**src/rtl/muldiv_unit.sv**
```systemverilog
`default_nettype none
// ============================================================================
//  Module      : muldiv_unit
//  Description : Multi-cycle 18-bit multiply/divide unit fed by the register
//                file read ports. It uses shift-add multiplication and
//                restoring unsigned division, one iteration per cycle for
//                WIDTH cycles. A start/busy/done handshake lets the sequencer
//                stall while an operation is in flight.
//  Options     : MULDIV_MULH_EN - when defined, op 2'b11 returns the high
//                half of the product. When undefined, op 2'b11 is illegal:
//                it completes in one cycle with result 0 and no write strobe.
//  Revision    : 1.0 - initial release
// ============================================================================
module muldiv_unit #(
   parameter int WIDTH      = 18,
   parameter int REG_ADDR_W = 5
) (
   input  logic                  clck,
   input  logic                  reset_enable,
   input  logic                  start,
   input  logic [1:0]            op,
   input  logic [WIDTH-1:0]      operand_a,
   input  logic [WIDTH-1:0]      operand_b,
   input  logic [REG_ADDR_W-1:0] dest_reg,
   output logic                  busy,
   output logic                  done,
   output logic [WIDTH-1:0]      result,
   output logic [REG_ADDR_W-1:0] result_reg,
   output logic                  write_enable
);

   localparam logic [1:0] OP_MUL    = 2'b00;
   localparam logic [1:0] OP_DIV    = 2'b01;
   localparam logic [1:0] OP_REM    = 2'b10;
   localparam logic [1:0] OP_MULH   = 2'b11;
   localparam logic [4:0] LAST_ITER = 5'(WIDTH - 1);

   // S_BYPASS is the single wait cycle used by divide-by-zero and illegal
   // ops. They skip the iteration phase but still report one cycle after
   // acceptance, and busy stays low throughout.
   typedef enum logic [1:0] {
      S_IDLE   = 2'b00,
      S_RUN    = 2'b01,
      S_BYPASS = 2'b10,
      S_DONE   = 2'b11
   } state_t;

   state_t                state_q, state_d;
   logic [4:0]            cnt_q, cnt_d;
   logic [1:0]            op_q, op_d;
   logic [WIDTH-1:0]      a_q, a_d;
   logic [WIDTH-1:0]      b_q, b_d;
   logic [REG_ADDR_W-1:0] dest_q, dest_d;
   // MUL: {high partial sum, multiplier shifting out}.
   // DIV: low half holds the dividend shifting out and the quotient shifting in.
   logic [2*WIDTH-1:0]    acc_q, acc_d;
   logic [WIDTH-1:0]      rem_q, rem_d;
   logic [WIDTH-1:0]      result_q, result_d;
   logic [REG_ADDR_W-1:0] result_reg_q, result_reg_d;
   logic                  we_q, we_d;

   logic [WIDTH:0]        mul_sum;
   logic [WIDTH:0]        trial;
   logic [WIDTH-1:0]      trial_sub;
   logic                  trial_ge;
   logic                  special;
   logic [2*WIDTH-1:0]    acc_step;
   logic [WIDTH-1:0]      rem_step;
   logic [WIDTH-1:0]      run_result;
   logic [WIDTH-1:0]      bypass_result;

   // One iteration of the datapath, and the result for the op in flight.
   always_comb begin
      mul_sum   = {1'b0, acc_q[2*WIDTH-1:WIDTH]} + {1'b0, (acc_q[0] ? a_q : {WIDTH{1'b0}})};
      trial     = {rem_q, acc_q[WIDTH-1]};
      trial_ge  = (trial >= {1'b0, b_q});
      trial_sub = trial[WIDTH-1:0] - b_q;
      if (op_q[1] == op_q[0]) begin
         acc_step = {mul_sum, acc_q[WIDTH-1:1]};
         rem_step = rem_q;
      end else begin
         acc_step = {acc_q[2*WIDTH-1:WIDTH], acc_q[WIDTH-2:0], trial_ge};
         rem_step = trial_ge ? trial_sub : trial[WIDTH-1:0];
      end
      case (op_q)
         OP_MUL:  run_result = acc_step[WIDTH-1:0];
         OP_DIV:  run_result = acc_step[WIDTH-1:0];
         OP_REM:  run_result = rem_step;
`ifdef MULDIV_MULH_EN
         OP_MULH: run_result = acc_step[2*WIDTH-1:WIDTH];
`endif
         default: run_result = {WIDTH{1'b0}};
      endcase
      case (op_q)
         OP_DIV:  bypass_result = {WIDTH{1'b1}};
         OP_REM:  bypass_result = a_q;
         default: bypass_result = {WIDTH{1'b0}};
      endcase
   end

   // Requests that complete without iterating.
   always_comb begin
      special = ((op == OP_DIV) || (op == OP_REM)) && (operand_b == {WIDTH{1'b0}});
`ifndef MULDIV_MULH_EN
      special = special || (op == OP_MULH);
`endif
   end

   // Next-state and datapath-load logic.
   always_comb begin
      state_d      = state_q;
      cnt_d        = cnt_q;
      op_d         = op_q;
      a_d          = a_q;
      b_d          = b_q;
      dest_d       = dest_q;
      acc_d        = acc_q;
      rem_d        = rem_q;
      result_d     = result_q;
      result_reg_d = result_reg_q;
      we_d         = we_q;
      case (state_q)
         S_IDLE, S_DONE: begin
            if (state_q == S_DONE) state_d = S_IDLE;
            if (start) begin
               op_d   = op;
               a_d    = operand_a;
               b_d    = operand_b;
               dest_d = dest_reg;
               cnt_d  = 5'd0;
               rem_d  = {WIDTH{1'b0}};
               // Multiplies shift the multiplier out; divides shift the dividend out.
               acc_d  = (op[1] == op[0]) ? {{WIDTH{1'b0}}, operand_b}
                                         : {{WIDTH{1'b0}}, operand_a};
               state_d = special ? S_BYPASS : S_RUN;
            end
         end
         S_RUN: begin
            cnt_d = cnt_q + 5'd1;
            acc_d = acc_step;
            rem_d = rem_step;
            if (cnt_q == LAST_ITER) begin
               state_d      = S_DONE;
               result_d     = run_result;
               result_reg_d = dest_q;
               we_d         = 1'b1;
            end
         end
         S_BYPASS: begin
            state_d      = S_DONE;
            result_d     = bypass_result;
            result_reg_d = dest_q;
            we_d         = (op_q == OP_DIV) || (op_q == OP_REM);
         end
         default: state_d = S_IDLE;
      endcase
   end

   // State and datapath registers with synchronous reset.
   always_ff @(posedge clck) begin
      if (reset_enable) begin
         state_q      <= S_IDLE;
         cnt_q        <= 5'd0;
         op_q         <= 2'b00;
         a_q          <= {WIDTH{1'b0}};
         b_q          <= {WIDTH{1'b0}};
         dest_q       <= {REG_ADDR_W{1'b0}};
         acc_q        <= {(2*WIDTH){1'b0}};
         rem_q        <= {WIDTH{1'b0}};
         result_q     <= {WIDTH{1'b0}};
         result_reg_q <= {REG_ADDR_W{1'b0}};
         we_q         <= 1'b0;
      end else begin
         state_q      <= state_d;
         cnt_q        <= cnt_d;
         op_q         <= op_d;
         a_q          <= a_d;
         b_q          <= b_d;
         dest_q       <= dest_d;
         acc_q        <= acc_d;
         rem_q        <= rem_d;
         result_q     <= result_d;
         result_reg_q <= result_reg_d;
         we_q         <= we_d;
      end
   end

   assign busy         = (state_q == S_RUN);
   assign done         = (state_q == S_DONE);
   assign write_enable = (state_q == S_DONE) && we_q;
   assign result       = result_q;
   assign result_reg   = result_reg_q;

endmodule
`default_nettype wire

```
**config.mk**
```make
export PLATFORM = sky130hd
export DESIGN_NAME = muldiv_unit
export DESIGN_NICKNAME = d
export VERILOG_FILES = /design/src/rtl/muldiv_unit.sv
export SDC_FILE = /design/constraint.sdc
export NUM_CORES = 1
export LEC_CHECK = 0
export ABC_AREA = 1
export BUFFER_PORTS_ARGS = -buffer_cell sky130_fd_sc_hd__buf_2
export CAP_MARGIN = 20
export CORE_ASPECT_RATIO = 0.8
export CORE_MARGIN = 4
export CORE_UTILIZATION = 36
export CTS_BUF_LIST = sky130_fd_sc_hd__clkbuf_8
export CTS_CLUSTER_SIZE = 40
export DETAILED_ROUTE_END_ITERATION = 6
export SYNTH_ARGS = -nofsm -noshare
export SYNTH_HDL_FRONTEND = slang
export SYNTH_SLANG_ARGS = --single-unit
```
**constraint.sdc**
```tcl
create_clock -name clck -period 3.7 [get_ports clck]
set_input_delay 0.74 -clock clck [delete_from_list [all_inputs] [get_ports clck]]
set_output_delay 0.74 -clock clck [all_outputs]
set_load 0.1 [all_outputs]
```
**Yosys cells after proc, flatten, opt, wreduce, memory -nomap -nowiden**

Index checks and enable logic that the tools add are counted.

- Input bits: 46
- Flip-flop bits (word level): 128
- Word-level logic and storage cells: 72

- Equality and inequality tests: 15
- $lt $le $gt $ge: 1
- Mux-type cells: 24
- Add/sub/neg operators: 3
- Reduce and logical (&&, ||, !) cells: 17

Operators with widths:

| cell | number |
|---|---|
| case mux 18 bit (2 select lines) | 4 |
| 2-to-1 mux 18 bit | 6 |
| 2-to-1 mux 36 bit | 2 |
| case mux 36 bit (2 select lines) | 1 |
| case mux 5 bit (2 select lines) | 2 |
| adder 18 x 18 -> 19 bit | 1 |
| greater-or-equal comparator 19 x 18 -> 1 bit | 1 |
| logical NOT 18 bit | 1 |
| subtractor 18 bit | 1 |
| == test 2 bit (second input constant) | 5 |
| 2-to-1 mux 5 bit | 2 |
| 2-to-1 mux 2 bit | 4 |
| AND reduction 2 bit | 4 |
| == test 2 x 1 -> 1 bit (second input constant) | 3 |
| case mux 2 bit (3 select lines) | 1 |
| adder 5 x 1 -> 5 bit (second input constant) | 1 |
| == test 5 bit (second input constant) | 1 |
| logical NOT 2 bit | 2 |
| != test 2 x 1 -> 1 bit (second input constant) | 2 |
| nonzero test 2 bit | 2 |
| OR reduction 2 bit | 2 |
| logical OR 1 bit | 3 |
| != test 3 bit (second input constant) | 1 |
| AND reduction 3 bit | 1 |
| other kinds (5) | 7 |

**Longest topological paths before layout**

Gate-level depths: netlist (run 1).

- Word-level depth: 7
- Depth in mapped cells: 18
- Gate-level depth less buffers: 18

**Worst setup path after synthesis (run 1)**

No wires, ideal clock.

- Path type: reg-to-output
- From: register state_q[0]
- To: output write_enable
- Required time: 2,960 ps
- Slack: 1,048 ps
- Arrival time: 1,912 ps
- Path buffers: 0
- Stages on the path, launching flop included: 4
- Path through: dfxtp_1 -> ha_1 -> nand2_1 -> inv_1

- Word-level cells in the longest chain between the ends: 2

RTL lines:

| element | line | source |
|---|---|---|
| start, declared | 48 | `state_t state_q, state_d;` |
| start signal, assigned | 174 | `state_q <= state_d;` |
| == test 2 bit | - |  |
| net done | 26 | `output logic done,` |
| logical AND 1 bit | 190 | `assign write_enable = (state_q == S_DONE) && we_q;` |
| end, declared | 29 | `output logic write_enable` |

The timed path passes the listed nets, and every way through them passes these cells.

**Worst setup path after layout (run 1)**

- From: register acc_q[0]
- To: register acc_q[31]

- Word-level cells in the longest chain between the ends: 4

RTL lines:

| element | line | source |
|---|---|---|
| start, declared | 56 | `logic [2*WIDTH-1:0] acc_q, acc_d;` |
| start signal, assigned | 168 | `acc_q <= {(2*WIDTH){1'b0}};` |
| 2-to-1 mux 18 bit | 74 | `mul_sum = {1'b0, acc_q[2*WIDTH-1:WIDTH]} + {1'b0, (acc_q[0] ? a_q : {WIDTH{1'b0}})};` |
| adder 18 x 18 -> 19 bit | 74 |  |
| 2-to-1 mux 36 bit | 78 | `if (op_q[1] == op_q[0]) begin` |
| case mux 36 bit (2 select lines) | 122 | `case (state_q)` |

No other way between the ends. The select of a mux whose other input is x is not followed.
A chain may end at the register's enable or synchronous reset.

==> run_results.csv, run 1 <==
group,metric,value,unit
timing,finClkSkew,0.0182,ns
worst_setup_path,start_kind,"flop",
placed_design,dp_hpwl,21200,um
route,first_pass_iters,6,
placed_design,dp_slack,1.08,ns
floorplanning,die_area,26200,um^2
timing,final.setup.tns,0,ns
clock_network,cts_inserted_buffers,17,
global_route,grt_pass1_wl,43900,um
cells_and_area,fin_nets,1468,
worst_setup_path,cp-end-kind,"flop",
timing,rsz0062_at_grt,"no",
worst_setup_path,timing.rr.start,"acc_q[0]$_SDFFE_PP0P_",
yosys,synth_common_cells,"nand2_1 (328), inv_1 (154), a21oi_1 (137), nor2_1 (137), dfxtp_1 (128)",
power_and_ir_drop,p_clk_share,14.6,%
cells_and_area,largest_reg_flops,36,
route,viasPerCell,5.21,
cells_and_area,syn_to_final_growth,11.7,%
timing,hold_viol_final,0,
cells_and_area,diodes,0,
route,highest_layer,"met4",
cells_and_area,layout-drive-gt1-share,13.1,%
route,wirelength,27900,um
yosys,synth_top_family_by_area,"simple AND/OR/NAND/NOR gates",
yosys,synth_area,8510,um^2
route,post-route-drc-count,0,
timing,worst_slack,1.03,ns
yosys,syn_avg_cell_area,6.38,um^2
yosys,synth-edff-count,0,
yosys,ys_seq_area_share,30.1,%
power_and_ir_drop,p_total,8730,uW
timing,setup_viol,0,
yosys,ys_top_cells_by_area,"dfxtp_1 (30%), nand2_1 (14%), a21oi_1 (8.1%)",
yosys,synth-simple-area-share,32.0,%
yosys,mappedNetlistNets,1428,
timing,min_period_over_period,72.2,%
yosys,ys.flop_type,"dfxtp_1",
global_route,grt_pass1_vias,8002,
yosys,yosys.area_share.adder,7.23,%
placed_design,place_congestion,0.975,
route,dr_total_vias,8839,
floorplanning,fp-row-count,50,
yosys,muxShareOfSynthArea,0.471,%
route,route.met2.wl,10500,um
timing,tightest_slew,1.06,ns
yosys,yosysTopAreaCell,"dfxtp_1",
worst_setup_path,critPathKind,"flop to flop",
clock_network,postCtsSetupRepairBufs,0,
yosys,yosysTopAreaCellShare,30.1,%
power_and_ir_drop,power.static_leakage,0.00455,uW
clock_network,clock_path_buffers,2,
worst_setup_path,crit_top_cell,"nand2_1",
yosys,synth_xor_area_share,0.926,%
clock_network,cts_root_buf,"clkbuf_8",
clock_network,clk_pin_slew_worst_paths,0.08,ns
power_and_ir_drop,p_sw_share,56.1,%
global_route,grt_antenna_before_repair,1,
worst_setup_path,crit_slowest_cell,"dfxtp_1",
floorplanning,core_area,23300,um^2
cells_and_area,fin_util,40.7,%
route,first_iter_violations,1021,
yosys,ys_types,46,
worst_setup_path,critical_path.max_fanout,10,
route,wl_per_cell,16.4,um
worst_setup_path,crit_required,4.02,ns
route,met1_length,14400,um
yosys,synth_cells,1334,
floorplanning,pin_count,72,
power_and_ir_drop,p_int,3830,uW
run_status,status,"finished clean",
power_and_ir_drop,power.density,919,nW/um^2
floorplanning,fp.dieH,146,um
timing,slew_headroom,29.2,%
timing,report.final.slew_viol_count,0,
floorplanning,start_util,36.5,%
clock_network,clock_insertion_delay_worst_skew,0.46,ns
timing,holdWs,0.468,ns
power_and_ir_drop,pwr-share-comb,61.5,%
power_and_ir_drop,p_switching,4900,uW
yosys,yosys_warnings,0,
power_and_ir_drop,ir_worst_vdd,0.000597,V
hold_path,min_from,"b_q[16]$_SDFFE_PP0P_",
global_route,grt_max_degree,58,
worst_setup_path,crit_path_cell_trace,"nand2_1 > inv_1 > ha_1 > inv_1 > fa_1 > inv_1 > nand3_1 > nand2_1 > nand2_1 > nand2_1 > a21oi_1 > o21ai_0 > a21oi_1 > o21ai_0 > a21oi_1",
clock_network,ctsHoldBuffers,0,
clock_network,cts_tree,"yes",
yosys,synth_most_common_cell,"nand2_1",
timing,period_minus_slack,2.67,ns
hold_path,hp-class,"flop to flop",
yosys,ys_ff_latch,128,
yosys,synth-compound-area-share,19.1,%
clock_network,cts.sinks,128,
route,antenna_left,0,
route,route.met3.wl,2570,um
yosys,async_reset_ff_share,0,%
global_route,overflow,0,
placed_design,portBuffers,71,
clock_network,cts-resized-gates,0,
clock_network,h-tree-depth,4,
global_route,track_usage,20.8,%
timing,max_freq,374,MHz
worst_setup_path,cp_slowest_stage_delay,0.52,ns
floorplanning,die_w,180,um
worst_setup_path,critPathArrivalTime,2.99,ns
worst_setup_path,critPathLaunch,"acc_q[0]$_SDFFE_PP0P_",
power_and_ir_drop,p_seq_share,24.0,%
flow_run,maxCapViolCount,0,
==> metrics by stage <==
step | std cells | area (um^2)
3_3_place_gp | 1667 | 9100
6_report | 1698 | 9500
5_1_grt | 1698 | 9500
4_1_cts | 1698 | 9500
2_1_floorplan | 1334 | 8510
3_5_place_dp | 1667 | 9100
==> final timing paths <==
kind	end	slack, ns	depth (start not counted)
max	acc_q[31]$_SDFFE_PP0P_	1.03	15
max reg2reg	acc_q[31]$_SDFFE_PP0P_	1.03	15
min reg2reg	b_q[16]$_SDFFE_PP0P_	0.47	2
min	b_q[16]$_SDFFE_PP0P_	0.47	2
==> layout by cell type, fill, tap and decap left out, types with 5 or more instances in the layout <==
cell          n
dfxtp_1     128
nor2_1      136
or2_2        19
nand4_1      17
inv_1       154
nand3_2      11
ha_1         46
buf_4        11
xor2_1        7
o21ai_0     118
clkinvlp_4    6
nand2_1     327
o211ai_1      7
nand3_1      74
nand2_2      14
a31oi_1       5
buf_2        71
a21oi_2      13
clkbuf_8     17
nor3_1        8
a21oi_1     136
==> power by group through the flow <==
stage	Sequential [uW]	Combinational [uW]	Clock, uW
floorplan	2820	3400	0
global placement	2100	5270	0
detailed placement	2110	5280	0
CTS	2080	5300	1300
global route	2130	5910	1360
finish	2090	5370	1270
==> metal layers <==
| metal | track usage, % | vias up |
|---|---|---|
| met4 | 3.92 | 0 |
| met1 | 32.7 | 4026 |
| met3 | 6.25 | 23 |
| li1 | - | 4428 |
| met2 | 27.8 | 362 |
| met5 | 0 | - |
==> cell type report <==
| type | instances | area, um^2 |
|---|---|---|
| clock buffer | 17 | 234 |
| clock inverter | 14 | 170 |
| fill | 2511 | 13800 |
| inverter | 159 | 597 |
| multi-input combinational | 985 | 5090 |
| sequential | 128 | 2560 |
| tap | 312 | 390 |
| timing repair buffer | 83 | 458 |
==> worst max-delay path, delay by kind of cell (launching register included) <==
family | cells | cell delay, ns
AO/OA/AOI/OAI | 5 | 0.67
adder cells (fa/ha/maj) | 2 | 0.61
buffers and inverters | 3 | 0.24
flip-flops | 1 | 0.52
AND/OR/NAND/NOR | 5 | 0.49
==> kinds of logic after synthesis <==
logic type                 count (synthesis)
and+or+nand+nor                          625
AOI/OAI and AO/OA                        299
buffers and inverters                    221
DFF                                      128
adders and majority gates                 48
xor gates and xnor gates                   9
muxes                                      4
No activity file was read; power rests on OpenSTA's default activity.
==> inputs of run 2 (changes only) <==
==> constraint.sdc (replaced) <==
create_clock -name clck -period 2.75 [get_ports clck]
set_input_delay 0.55 -clock clck [delete_from_list [all_inputs] [get_ports clck]]
set_output_delay 0.55 -clock clck [all_outputs]
set_load 0.1 [all_outputs]
==> run 2 against run 1 <==
  * Clock skew down 0.0074 ns
  * Setup slack worse by 0.78 ns
  * Critical endpoint is now result[10]$_SDFFE_PP0P_
  * Wire length up 0.18%
  * Highest routed layer unchanged
  * Register-to-register slack worse by 0.78 ns
  * Non-clock buffer count up 11
==> run_results.csv, run 2 (synthesized netlist as in run 1, its figures left out) <==
group,metric,value,unit
placed_design,dp_hpwl,21200,um
worst_setup_path,crit_top_cell,"nand2_1",
route,viasPerCell,5.13,
timing,finClkSkew,0.0108,ns
floorplanning,fp-row-count,50,
cells_and_area,largest_reg_flops,36,
clock_network,clock_insertion_delay_worst_skew,0.47,ns
floorplanning,die_area,26200,um^2
cells_and_area,final_common_cell,"nand2_1",
hold_path,min_path_cells,3,
timing,max_freq,400,MHz
global_route,grt_pass1_wl,44000,um
worst_setup_path,crit_slowest_cell,"fa_1",
worst_setup_path,ff2ff_setup_slack,0.25,ns
floorplanning,pin_count,72,
timing,holdWs,0.353,ns
cells_and_area,fin_nets,1479,
clock_network,ctsHoldBuffers,0,
cells_and_area,layout_common_cells,"nand2_1 (327), inv_1 (156), nor2_1 (136), a21oi_1 (136), dfxtp_1 (128)",
worst_setup_path,start_kind,"flop",
worst_setup_path,critical_path.max_fanout,4,
timing,report.final.slew_viol_count,0,
clock_network,h-tree-depth,4,
floorplanning,core_area,23300,um^2
cells_and_area,layout-drive-gt1-share,13.7,%
clock_network,cts_inserted_buffers,17,
global_route,track_usage,20.8,%
clock_network,cts_tree,"yes",
route,first_iter_violations,1013,
clock_network,clk_pin_slew_worst_paths,0.08,ns
global_route,grt_max_degree,55,
global_route,grt_antenna_before_repair,0,
clock_network,cts_root_buf,"clkbuf_8",
cells_and_area,diodes,0,
worst_setup_path,reg2regPathDepth,18,
power_and_ir_drop,ir_worst_vdd,0.00101,V
timing,period_minus_slack,2.50,ns
placed_design,place_congestion,0.911,
clock_network,clock_path_buffers,2,
flow_run,maxCapViolCount,0,
floorplanning,fp.dieH,146,um
timing,rsz0062_at_grt,"no",
route,post-route-drc-count,0,
global_route,use_met3,4.55,%
worst_setup_path,endpoint,"result[10]$_SDFFE_PP0P_",
floorplanning,die_w,180,um
timing,final.setup.tns,0,ns
floorplanning,start_util,36.5,%
worst_setup_path,critPathLaunch,"acc_q[17]$_SDFFE_PP0P_",
route,wl_per_cell,16.3,um
global_route,overflow,0,
power_and_ir_drop,power.density,1220,nW/um^2
power_and_ir_drop,power.static_leakage,0.00459,uW
timing,tightest_slew,0.858,ns
placed_design,portBuffers,71,
route,first_pass_iters,5,
cells_and_area,syn_to_final_growth,11.9,%
global_route,use_met1,33.5,%
run_status,status,"finished clean",
worst_setup_path,crit_required,3.15,ns
timing,slew_headroom,42.8,%
timing,hold_viol_final,0,
route,dr_total_vias,8768,
worst_setup_path,timing.rr.start,"acc_q[17]$_SDFFE_PP0P_",
worst_setup_path,r2r_end,"result[10]$_SDFFE_PP0P_",
worst_setup_path,critPathKind,"flop to flop",
timing,setup_viol,0,
global_route,grt_pass1_vias,7897,
hold_path,hp-class,"input port to flop",
global_route,grt-busiest-layer,"met1",
route,antenna_left,0,
worst_setup_path,crit_path_cell_trace,"inv_1 > ha_1 > fa_1 > inv_1 > nand3_1 > nand3_1 > nand2_1 > nand2_1 > nand2_1 > nand2_1 > nand2_1 > nand2_1 > nand2_1 > nand3_1 > nand3_1 > nand2_1 > nand2_1 > a21oi_1",
route,wirelength,27900,um
worst_setup_path,cp-end-kind,"flop",
clock_network,cts.sinks,128,
worst_setup_path,cp_slowest_stage_delay,0.41,ns
worst_setup_path,critPathArrivalTime,2.90,ns
global_route,met2_usage,27.6,%
timing,min_period_over_period,90.9,%
## run 2: cell count changes in the layout (fill, tap and decap cells not counted), sizes merged
cell      before  now
inv          157  159
clkbuf        17   19
buf           83   94
clkinv         7    9
bufinv         3    0
clkinvlp       6    4
## run 2: layer usage
layer	part of all wire, %	wire, um
met5	0	0
met4	1.4	400
met3	9.0	2500
met2	38	10700
met1	51	14300
## run 2: stage by stage
| step | total power (uW) | utilization, % | instance area (um^2) | std cells | setup slack [ns] |
|---|---|---|---|---|---|
| global route | 12500 | 40.8 | 9530 | 1710 | 0.0419 |
| global placement | 9990 | 39.3 | 9180 | 1678 | 0.309 |
| detailed placement | 10000 | 39.3 | 9180 | 1678 | 0.271 |
| finish | 11600 | 40.8 | 9530 | 1710 | 0.249 |
| floorplan | 8360 | - | 8510 | 1334 | 0.288 |
| CTS | 11500 | 40.8 | 9520 | 1710 | 0.248 |
## run 2: worst min path at each step
stage,startpoint,to,slack (ns)
3_5_place_dp,b_q[10]$_SDFFE_PP0P_,b_q[10]$_SDFFE_PP0P_,0.46
4_1_cts,dest_reg[1],dest_q[1]$_SDFFE_PP0P_,0.34
2_1_floorplan,b_q[10]$_SDFFE_PP0P_,b_q[10]$_SDFFE_PP0P_,0.44
5_1_grt,dest_reg[3],dest_q[3]$_SDFFE_PP0P_,0.37
6_report,dest_reg[1],dest_q[1]$_SDFFE_PP0P_,0.35
3_3_place_gp,b_q[9]$_SDFFE_PP0P_,b_q[9]$_SDFFE_PP0P_,0.45
## run 2: what timing repair did
| item | in CTS | in global routing |
|---|---|---|
| endpoints found under the setup margin | 0 | 1 |
| setup buffers | 0 | 0 |
| gates resized for setup | 0 | 1 |
## run 2: critical path: cells and delay by family (launching register included)
kind | cells | cell delay (ns)
and+or+nand+nor | 13 | 1.15
adders and majority gates | 2 | 0.63
AOI/OAI and AO/OA | 1 | 0.15
buffers and inverters | 2 | 0.16
DFF | 1 | 0.34
## run 2: layout make-up
class	instances	area (um^2)
timing repair buffer	94	541
fill	2523	13800
tap	312	390
inverter	159	597
multi-input combinational	985	5100
sequential	128	2560
clock inverter	13	75.1
clock buffer	19	262
## run 2: report_power, final
| part | internal (uW) | leakage (uW) | switching [uW] |
|---|---|---|---|
| Combinational | 1940 | 0.00336 | 5400 |
| Clock | 651 | 0.000177 | 805 |
| Sequential | 2400 | 0.00105 | 400 |
==> inputs of run 3 (changes only) <==
--- a/config.mk
+++ b/config.mk
@@ -14,6 +14,7 @@
 export CTS_BUF_LIST = sky130_fd_sc_hd__clkbuf_8
 export CTS_CLUSTER_SIZE = 40
 export DETAILED_ROUTE_END_ITERATION = 6
+export REMOVE_ABC_BUFFERS = 1
 export SYNTH_ARGS = -nofsm -noshare
 export SYNTH_HDL_FRONTEND = slang
 export SYNTH_SLANG_ARGS = --single-unit
==> run 3 against run 2 <==
  * Clock skew rose by 0.0050 ns
  * Critical endpoint unchanged
  * Core utilization rose by 0.65 points
  * Largest cell class unchanged
  * Die area did not move
  * Critical path type unchanged
==> run_results.csv, run 3 (synthesized netlist as in run 1, its figures left out) <==
group,metric,value,unit
cells_and_area,largest_reg_flops,36,
floorplanning,die_w,180,um
cells_and_area,fin_nets,1486,
worst_setup_path,crit_top_cell,"nand2_1",
worst_setup_path,critPathKind,"flop to flop",
placed_design,dp_slack,0.214,ns
power_and_ir_drop,p_int,5400,uW
power_and_ir_drop,power.static_leakage,0.00466,uW
power_and_ir_drop,p_clk_share,15.7,%
floorplanning,fp.dieH,146,um
route,wirelength,27400,um
placed_design,place_congestion,0.905,
cells_and_area,fin_cells,1717,
hold_path,min_path_cells,3,
cells_and_area,syn_to_final_growth,13.7,%
worst_setup_path,critPathArrivalTime,2.94,ns
route,first_iter_violations,838,
global_route,track_usage,20.8,%
route,post-route-drc-count,0,
power_and_ir_drop,ir_worst_vdd,0.00103,V
route,first_pass_iters,7,
timing,final.setup.tns,0,ns
clock_network,clock_insertion_delay_worst_skew,0.47,ns
clock_network,ctsHoldBuffers,0,
power_and_ir_drop,p_seq_share,22.8,%
timing,period_minus_slack,2.54,ns
cells_and_area,layout-drive-gt1-share,14.4,%
cells_and_area,finalInstanceArea,9680,um^2
clock_network,cts_root_buf,"clkbuf_8",
worst_setup_path,start_kind,"flop",
global_route,grt_antenna_before_repair,0,
timing,tightest_slew,0.899,ns
power_and_ir_drop,p_sw_share,55.1,%
timing,max_freq,394,MHz
worst_setup_path,cp_slowest_stage_delay,0.41,ns
clock_network,cts_tree,"yes",
floorplanning,fp-row-count,50,
worst_setup_path,cp-end-kind,"flop",
placed_design,place_area,9220,um^2
global_route,grt_max_degree,55,
cells_and_area,diodes,0,
route,wl_per_cell,16.0,um
floorplanning,pin_count,72,
timing,worst_slack,0.214,ns
clock_network,cts_inserted_buffers,17,
worst_setup_path,crit_path_cell_trace,"inv_1 > ha_1 > fa_1 > inv_1 > nand3_1 > nand3_1 > nand2_1 > nand2_2 > nand2_1 > nand2_1 > nand2_1 > nand2_1 > nand2_1 > nand3_1 > nand3_1 > nand2_1 > nand2_1 > a21oi_1",
flow_run,maxCapViolCount,0,
worst_setup_path,crit_required,3.15,ns
power_and_ir_drop,pwr-share-comb,61.5,%
placed_design,dp.cells,1685,
global_route,grt_pass1_wl,44200,um
clock_network,clock_path_buffers,2,
worst_setup_path,path_depth,18,
route,antenna_left,0,
timing,setup_viol,0,
clock_network,h-tree-depth,4,
timing,hold_viol_final,0,
timing,finClkSkew,0.0158,ns
timing,rsz0062_at_grt,"no",
timing,slew_headroom,39.5,%
timing,min_period_over_period,92.2,%
hold_path,hp-class,"input port to flop",
worst_setup_path,reg2regPathDepth,18,
placed_design,dp_hpwl,20200,um
timing,report.final.slew_viol_count,0,
floorplanning,die_area,26200,um^2
run_status,status,"finished clean",
cells_and_area,final_common_cell,"nand2_1",
placed_design,portBuffers,71,
worst_setup_path,crit_slowest_cell,"fa_1",
worst_setup_path,critical_path.max_fanout,4,
cells_and_area,fin_util,41.5,%
cells_and_area,layout_common_cells,"nand2_1 (326), inv_1 (153), nor2_1 (136), a21oi_1 (136), dfxtp_1 (128)",
clock_network,clk_pin_slew_worst_paths,0.08,ns
worst_setup_path,cp_num_buf_inv,2,
floorplanning,core_area,23300,um^2
floorplanning,start_util,36.5,%
power_and_ir_drop,p_switching,6620,uW
worst_setup_path,cp_top_family,"simple AND/OR/NAND/NOR gates",
clock_network,cts.sinks,128,
route,viasPerCell,5.13,
global_route,overflow,0,
global_route,grt_pass1_vias,8147,
route,dr_total_vias,8801,
power_and_ir_drop,power.density,1240,nW/um^2
[run 3: cell count changes in the layout (fill, tap and decap cells not counted)]
cell and delta:
buf_4 +8, bufinv_16 +4, clkinv_4 +2, clkinvlp_4 -2, nand2_2 +1, inv_1 -3
inv_6 +1, clkinv_2 -2, nand2_1 -1, buf_12 -1
[run 3: tightest hold or removal path: stages]
cell and delay, ns:
buf_2 0.08, o21ai_0 0.07, nor2_1 0.07
[run 3: repair_timing]
action	CTS	global route
endpoints found under the setup margin	0	3
gates resized for setup	0	2
setup buffers	0	0
[run 3: worst paths after layout]
path | start | end | slack [ns]
setup / recovery | acc_q[17]$_SDFFE_PP0P_ | result[10]$_SDFFE_PP0P_ | 0.21
hold / removal | dest_reg[3] | dest_q[3]$_SDFFE_PP0P_ | 0.34
setup reg to reg | acc_q[17]$_SDFFE_PP0P_ | result[10]$_SDFFE_PP0P_ | 0.21
hold reg to reg | b_q[7]$_SDFFE_PP0P_ | b_q[7]$_SDFFE_PP0P_ | 0.47
[run 3: layout make-up]
class,instances,area (um^2)
Clock buffer,19,262
Fill cell,2476,13700
Timing Repair Buffer,101,581
Inverter,159,597
Tap cell,312,390
Clock inverter,13,185
Multi-Input combinational cell,985,5100
Sequential cell,128,2560
[run 3: through the flow]
step	hold slack, ns	power [uW]
after floorplan	0.438	8080
after global placement	0.448	9980
after detailed placement	0.457	10000
after CTS	0.308	11900
after global routing	0.343	13000
final	0.338	12000
[run 3: metal layers]
layer | part of all wire (%) | up-vias | track usage (%)
li1 | - | 4467 | -
met1 | 53 | 3977 | 32.9
met2 | 39 | 321 | 27.9
met3 | 6.9 | 36 | 4.17
met4 | 1.8 | 0 | 6.36
met5 | 0 | - | 0
[run 3: power groups by stage]
stage,Sequential [uW],Combinational (uW),Clock [uW]
after CTS,2730,7270,1920
after detailed placement,2770,7240,0
after floorplan,3810,4270,0
final,2740,7390,1890
after global routing,2810,8150,2010
after global placement,2770,7210,0
